**src/rtl/subleq_pkg.sv**
```systemverilog
// subleq_pkg: shared state encoding and constants for the Subleq sequencer
package subleq_pkg;
    localparam int DEF_P_DATA = 8;
    localparam logic [DEF_P_DATA-1:0] DEF_HALT_ADDR = '1;
    localparam int INSTR_LEN = 3;
    typedef enum logic [2:0] {FETCH_A, FETCH_B, FETCH_C, READ_A, READ_B, EXEC, HALT} state_t;
endpackage

```
**src/rtl/subleq_sequencer_register.sv**
```systemverilog
// subleq_sequencer_register: write-enabled register cleared by synchronous reset
module subleq_sequencer_register #(
    parameter int W = 8
) (
    input  logic         clk,
    input  logic         rst,
    input  logic         we,
    input  logic [W-1:0] d,
    output logic [W-1:0] q
);
    // hold unless written; reset clears
    always_ff @(posedge clk)
        q <= rst ? '0 : we ? d : q;
endmodule

```
**src/rtl/subleq_sequencer.sv**
```systemverilog
// subleq_sequencer: fetch/operand/write-back sequencer for a Subleq CPU
module subleq_sequencer
    import subleq_pkg::*;
#(
    parameter int                P_DATA    = DEF_P_DATA,
    parameter logic [P_DATA-1:0] HALT_ADDR = {P_DATA{1'b1}}
) (
    input  logic              clk,
    input  logic              rst,
    input  logic              run,
    output logic [P_DATA-1:0] mem_addr,
    output logic              mem_re,
    input  logic [P_DATA-1:0] mem_rdata,
    output logic              mem_we,
    output logic [P_DATA-1:0] mem_wdata,
    output logic [P_DATA-1:0] pc,
    output logic              halted
);
    state_t state;
    logic [P_DATA-1:0] reg_a, reg_b, reg_c, op_a, res, pc_next;
    logic we_a, we_b, we_c, we_op, we_pc;

    assign res     = mem_rdata - op_a;
    assign pc_next = (res[P_DATA-1] || res == '0) ? reg_c : pc + P_DATA'(INSTR_LEN);
    assign we_a    = state == FETCH_B;
    assign we_b    = state == FETCH_C;
    assign we_c    = state == READ_A;
    assign we_op   = state == READ_B;
    assign we_pc   = state == EXEC;

    // memory strobes follow the state combinationally so rdata is consumed the cycle it arrives; rst forces them idle
    always_comb begin
        mem_re    = !rst && (state == FETCH_A ? run : state inside {FETCH_B, FETCH_C, READ_A, READ_B});
        mem_we    = !rst && state == EXEC;
        mem_wdata = mem_we ? res : '0;
        mem_addr  = rst                  ? '0 :
                    state == FETCH_B     ? pc + P_DATA'(1) :
                    state == FETCH_C     ? pc + P_DATA'(2) :
                    state == READ_A      ? reg_a :
                    state inside {READ_B, EXEC} ? reg_b :
                    state == FETCH_A     ? pc : '0;
    end

    // instruction sequencing; halting is decided from the pc about to be loaded
    always_ff @(posedge clk) begin
        if (rst) begin
            state  <= FETCH_A;
            halted <= 1'b0;
        end else begin
            case (state)
                FETCH_A: state <= run ? FETCH_B : FETCH_A;
                FETCH_B: state <= FETCH_C;
                FETCH_C: state <= READ_A;
                READ_A:  state <= READ_B;
                READ_B:  state <= EXEC;
                EXEC: begin
                    state  <= pc_next == HALT_ADDR ? HALT : FETCH_A;
                    halted <= pc_next == HALT_ADDR;
                end
                default: state <= HALT;
            endcase
        end
    end

    subleq_sequencer_register #(.W(P_DATA)) u_reg_a (.clk(clk), .rst(rst), .we(we_a),  .d(mem_rdata), .q(reg_a));
    subleq_sequencer_register #(.W(P_DATA)) u_reg_b (.clk(clk), .rst(rst), .we(we_b),  .d(mem_rdata), .q(reg_b));
    subleq_sequencer_register #(.W(P_DATA)) u_reg_c (.clk(clk), .rst(rst), .we(we_c),  .d(mem_rdata), .q(reg_c));
    subleq_sequencer_register #(.W(P_DATA)) u_op_a  (.clk(clk), .rst(rst), .we(we_op), .d(mem_rdata), .q(op_a));
    subleq_sequencer_register #(.W(P_DATA)) u_pc    (.clk(clk), .rst(rst), .we(we_pc), .d(pc_next),   .q(pc));
endmodule
```
**config.mk**
```make
export PLATFORM = sky130hd
export DESIGN_NAME = subleq_sequencer
export DESIGN_NICKNAME = d
export VERILOG_FILES = /design/src/rtl/subleq_pkg.sv /design/src/rtl/subleq_sequencer_register.sv /design/src/rtl/subleq_sequencer.sv
export SDC_FILE = /design/constraint.sdc
export NUM_CORES = 1
export LEC_CHECK = 0
export CORE_ASPECT_RATIO = 2
export CORE_MARGIN = 4
export CORE_UTILIZATION = 55
export DETAILED_ROUTE_END_ITERATION = 10
export GPL_TIMING_DRIVEN = 0
export HOLD_SLACK_MARGIN = 0.12
export PLACE_DENSITY = 0.77
export SLEW_MARGIN = 20
export SYNTH_ARGS = -nofsm -noshare
export SYNTH_HDL_FRONTEND = slang
export SYNTH_SLANG_ARGS = --single-unit
```
**constraint.sdc**
```tcl
create_clock -name clk -period 3.2 [get_ports clk]
set_clock_uncertainty 0.2 [all_clocks]
set_input_delay 0.64 -clock clk [delete_from_list [all_inputs] [get_ports clk]]
set_output_delay 0.64 -clock clk [all_outputs]
set_load 0.05 [all_outputs]
```
Word-level counts from Yosys, hierarchy flattened
Index checks and enable logic that the tools add are counted.
- bits in registers: 44
- input bits: 11
- output and inout bits: 27
- logic and storage cells: 37
- add/subtract/negate cells: 4
- eq/ne operators: 6
- muxes and demuxes: 12
- reductions and logical operators: 8
- operators by type and width (operator ; number):
    two-way mux 8 bit ; 8
    case mux 3 bit (6 select lines) ; 1
    adder 8 x 2 -> 8 bit, second input constant ; 2
    adder 8 x 1 -> 8 bit, second input constant ; 1
    equality test 8 bit, second input constant ; 1
    logical NOT 8 bit ; 1
    subtractor 8 bit ; 1
    equality test 3 x 2 -> 1 bit, second input constant ; 2
    equality test 3 bit, second input constant ; 2
    nonzero test 4 bit ; 1
    equality test 3 x 1 -> 1 bit, second input constant ; 1
    logical NOT 3 bit ; 1
    two-way mux 3 bit ; 1
    logical AND 1 bit ; 2
    two-way mux 1 bit ; 2
    nonzero test 2 bit ; 1
    logical NOT 1 bit ; 1
    logical OR 1 bit ; 1

Depth between registers and ports, before layout
- depth after elaboration: 7
- mapped depth: 11
- depth with buffers taken out: 10

Hierarchy
Synthesis repeated with hierarchy kept, for this count alone.
- cell total of the unflattened synthesis: 346
- area total of the unflattened synthesis: 2829.0 µm²
- by module, submodules not included (module ; instances ; cells each ; area an instance (µm²) ; sequential area each (µm²)):
    subleq_sequencer_register ; 5 ; 26 ; 285.3 ; 160.2
    subleq_sequencer ; 1 ; 216 ; 1402.6 ; 80.1

Least setup slack after synthesis
OpenSTA, ideal clock, no wires.
- path kind: register -> output
- from: reg u_pc.q[1]
- to: out mem_addr[3]
- arrival: 2840 ps
- data required time: 2360 ps
- path slack: -480 ps
- cell stages (with the launch flop): 9
- path buffers: 1
- cells stage by stage: dfxtp_1 -> ha_1 -> clkbuf_1 -> nand2_1 -> xnor2_1 -> o22ai_1 -> nor2_1 -> a31oi_1 -> a211oi_1
- word-level cells in the longest chain between the ends: 4
- elaborated cells between the ends (all ways): 5
- those cells by class: 2 x add/sub; 3 x mux
- RTL lines (item ; RTL line ; text):
    start: declaration ; subleq_sequencer_register.sv:9 ; output logic [W-1:0] q
    start signal: assignment ; subleq_sequencer_register.sv:13 ; q <= rst ? '0 : we ? d : q;
    adder 8 x 2 -> 8 bit ; subleq_sequencer.sv:38 ; state == FETCH_C ? pc + P_DATA'(2) :
    two-way mux 8 bit ; subleq_sequencer.sv:38 ;
    two-way mux 8 bit (*) ; subleq_sequencer.sv:37 ; state == FETCH_B ? pc + P_DATA'(1) :
    two-way mux 8 bit (*) ; subleq_sequencer.sv:36 ; mem_addr = rst ? '0 :
    end: declaration ; subleq_sequencer.sv:11 ; output logic [P_DATA-1:0] mem_addr,
Every way passes the cells marked *; elsewhere a longest branch is shown, timed or not.

Worst setup path after layout
- from: in mem_rdata[4]
- to: out mem_wdata[7]
- word-level cells in the longest chain between the ends: 2
- RTL lines (item ; RTL line ; text):
    start: declaration ; subleq_sequencer.sv:13 ; input logic [P_DATA-1:0] mem_rdata,
    subtractor 8 bit ; subleq_sequencer.sv:23 ; assign res = mem_rdata - op_a;
    two-way mux 8 bit ; subleq_sequencer.sv:35 ; mem_wdata = mem_we ? res : '0;
    end: declaration ; subleq_sequencer.sv:15 ; output logic [P_DATA-1:0] mem_wdata,
Every way passes these cells.

==> load_flow_metrics.sql <==
INSERT INTO impl_metrics (metric_group, metric, value, unit) VALUES
('global_route', 'via_count_of_the_first_global_routing_pass', '2831', ''),
('timing', 'slew_headroom', '58.7', '%'),
('yosys', 'ys_top_cells_by_area', 'dfxtp_1, nand2_1, a21oi_1', ''),
('yosys', 'netlist_instances', '384', ''),
('power', 'total_power', '1330', 'µW'),
('die', 'boundaryPins', '38', ''),
('yosys', 'yosys_register_bits', '44', ''),
('worst_setup_path', 'critical-path-slowest-cell', 'or3_1', ''),
('clock_tree', 'clock_tree_from_tritoncts', 'built', ''),
('yosys', 'synth_cell_types', '44', ''),
('drt', 'vias_per_cell', '5.97', ''),
('placed_design', 'place.port_buffers', '37', ''),
('yosys', 'most_numerous_cell_in_the_yosys_netlist', 'nand2_1', ''),
('cells_and_area', 'layout.nets', '449', ''),
('cells_and_area', 'final_core_utilization', '70.9', '%'),
('clock_tree', 'cts.root.buffer_cell', 'clkbuf_8', ''),
('drt', 'drt_drc_violations_left', '0', ''),
('worst_setup_path', 'crit_path_cell_trace', 'buf_2, ha_4, a21o_1, or3_1, o22a_2, xnor2_2, and2_4, buf_8', ''),
('timing', 'holdWs', '260', 'ps'),
('yosys', 'syn-num-nets', '407', ''),
('global_route', 'gr-usage-all-layers', '27.6', '%'),
('global_route', 'grt_overflow', '0', ''),
('clock_tree', 'tritoncts_buffers', '5', ''),
('worst_hold_path', 'hold_path.class', 'flop to flop', ''),
('timing', 'finalSetupViolCount', '1', ''),
('worst_setup_path', 'setup.worst_path.class', 'input port to output pin', ''),
('power', 'total_power_per_unit_cell_area', '378', 'nW/µm²'),
('yosys', 'synthFlopType', 'dfxtp_1', ''),
('cells_and_area', 'drive_above_1_share', '18.0', '%'),
('worst_setup_path', 'crit_path_end_kind', 'output pin', ''),
('die', 'initial_core_util', '57.2', '%'),
('run_status', 'run_status', 'finished with violations', ''),
('clock_tree', 'buffer_levels_on_the_longest_clock_path', '2', ''),
('drt', 'num_vias', '2889', ''),
('drt', 'antenna_violating_nets_post_route', '0', ''),
('timing', 'period_needed', '3210', 'ps'),
('cells_and_area', 'diode_insertion_count_for_antenna_repair', '0', ''),
('timing', 'max_freq', '0.311', 'GHz'),
('clock_tree', 'worstSkewPairLatency', '300', 'ps'),
('global_route', 'grt_first_pass_wirelength', '13.5', 'mm'),
('power', 'max-vdd-ir-drop', '0.347', 'mV'),
('drt', 'drt_first_iter_violations', '203', ''),
('placed_design', 'detailed_place_hpwl', '6.15', 'mm'),
('worst_setup_path', 'critPathLaunchType', 'input port', ''),
('yosys', 'synth_sequential_area_ratio', '31.1', '%'),
('timing', 'final_min_period_over_clock_period', '100', '%'),
('yosys', 'synth_top_cell_by_area', 'dfxtp_1', ''),
('worst_setup_path', 'critPathArrivalTime', '2370', 'ps'),
('yosys', 'postSynthAreaPerCell', '7.38', 'µm²'),
('yosys', 'yosys_warnings', '0', ''),
('run_status', 'failed_checks', 'setup timing', ''),
('drt', 'postRouteWirelength', '8.41', 'mm'),
('yosys', 'share_of_flip_flops_with_an_asynchronous_set_or_reset', '0', '%'),
('yosys', 'synth_common_cells', 'nand2_1, nor2_1, dfxtp_1, a21oi_1, clkbuf_1', ''),
('yosys', 'mappedNetlistArea', '2840', 'µm²'),
('drt', 'drt_pre_antenna_iters', '8', ''),
('yosys', 'synth-edff-count', '0', ''),
('timing', 'tightestPinTransition', '619', 'ps'),
('timing', 'setup_ws', '-10.5', 'ps'),
('clock_tree', 'cts.sink_count', '44', ''),
('die', 'die_x', '58.8', 'µm'),
('global_route', 'number_of_antenna_violations_at_the_first_check_in_global_routing', '0', ''),
('placed_design', 'gp_congestion', '0.922', ''),
('die', 'die_height', '110', 'µm'),
('flow_run', 'drv_cap', '0', ''),
('worst_setup_path', 'critPathMaxFanout', '5', ''),
('worst_setup_path', 'worst_path_dominant_cell_family', 'simple AND/OR/NAND/NOR gates', ''),
('cells_and_area', 'areaGrowthSynthToFinish', '23.9', '%'),
('timing', 'timing.final.hold_violations', '0', ''),
('clock_tree', 'cts_htree_levels', '2', ''),
('clock_tree', 'clk_pin_slew_worst_paths', '90', 'ps');
worst reg2reg max path: cells and delay by family (launching register included):
kind | cells | cell delay, ps
compound gates | 4 | 880
fa+ha+maj | 1 | 320
buf+inv | 2 | 230
flops | 1 | 390
mux | 1 | 300
simple gates | 2 | 430
sequential cells by signal, indices dropped and copies added (netlist names):
signal,count
u_reg_c.q,8
halted,1
u_reg_b.q,8
u_op_a.q,8
state,3
u_pc.q,8
u_reg_a.q,8
metal layers:
layer / vias up / global-route usage, % / routed length, µm
li1: 1401 / - / -
met3: 38 / 3.64 / 561
met4: 0 / 21.4 / 551
met2: 154 / 47.0 / 4370
met5: - / 0 / 0
met1: 1296 / 29.7 / 2930
cells in the final DEF, fill, tap and decap left out, types with 5 or more instances in the layout:
| cell | count |
|---|---|
| ha_1 | 5 |
| o21ai_0 | 13 |
| nor2_1 | 46 |
| clkdlybuf4s50_1 | 12 |
| nor2b_1 | 5 |
| dfxtp_1 | 42 |
| nand3_1 | 16 |
| nor3_1 | 7 |
| a21oi_1 | 42 |
| xor2_1 | 8 |
| clkbuf_8 | 10 |
| inv_1 | 12 |
| xnor2_1 | 5 |
| mux2i_1 | 9 |
| dlygate4sd2_1 | 6 |
| clkdlybuf4s15_2 | 6 |
| clkbuf_1 | 11 |
| or3_1 | 5 |
| nand2_1 | 59 |
| and2_1 | 6 |
| clkbuf_2 | 12 |
| a31oi_1 | 14 |
final timing paths:
check,startpoint,end,slack [ps],depth (start not counted)
setup / recovery,mem_rdata[4],mem_wdata[7],-10,8
hold / removal,u_reg_b.q[0],u_reg_b.q[0],260,2
setup reg to reg,u_op_a.q[1],state[2],330,10
hold reg to reg,u_reg_b.q[0],u_reg_b.q[0],260,2
per-stage QoR:
stage               cell area [µm²]  instances  setup TNS, ps
global placement               3290        478         -15740
global route                   3510        484          -52.0
floorplan                      2850        384          -10.1
detailed placement             3290        478         -16220
finish                         3510        484          -10.5
CTS                            3480        485          -77.9
kinds of logic (layout without fill, tap and decap cells):
| group | after synthesis | after routing | synth area share [%] |
|---|---|---|---|
| xor+xnor | 15 | 15 | 4.63 |
| buf+inv | 45 | 88 | 8.16 |
| fa+ha+maj | 12 | 12 | 5.56 |
| simple gates | 169 | 169 | 27.8 |
| compound gates | 89 | 89 | 19.2 |
| flops | 44 | 44 | 31.1 |
| mux | 10 | 10 | 3.53 |
final cells by class:
type	count	area [µm²]
plain buffers	28	183
fillers	447	1440
multi-input cells	295	1850
flip-flops and latches	44	883
clock buffers	6	82.6
repair buffers	38	354
inverters	14	52.6
clock inverters	2	38.8
well taps	57	71.3
report_power, final:
part	internal, µW	switching (µW)	total, µW
Combinational	110	181	291
Clock	255	201	457
Sequential	566	13.4	580
Total	932	396	1330
what timing repair did:
item                       in CTS  in global routing
hold endpoints to repair        0                  0
setup endpoints to repair      29                 24
pin swaps                       4                  3
resized for setup              85                 38
setup buffers                   1                  0
(Power assumes the default switching activity.)
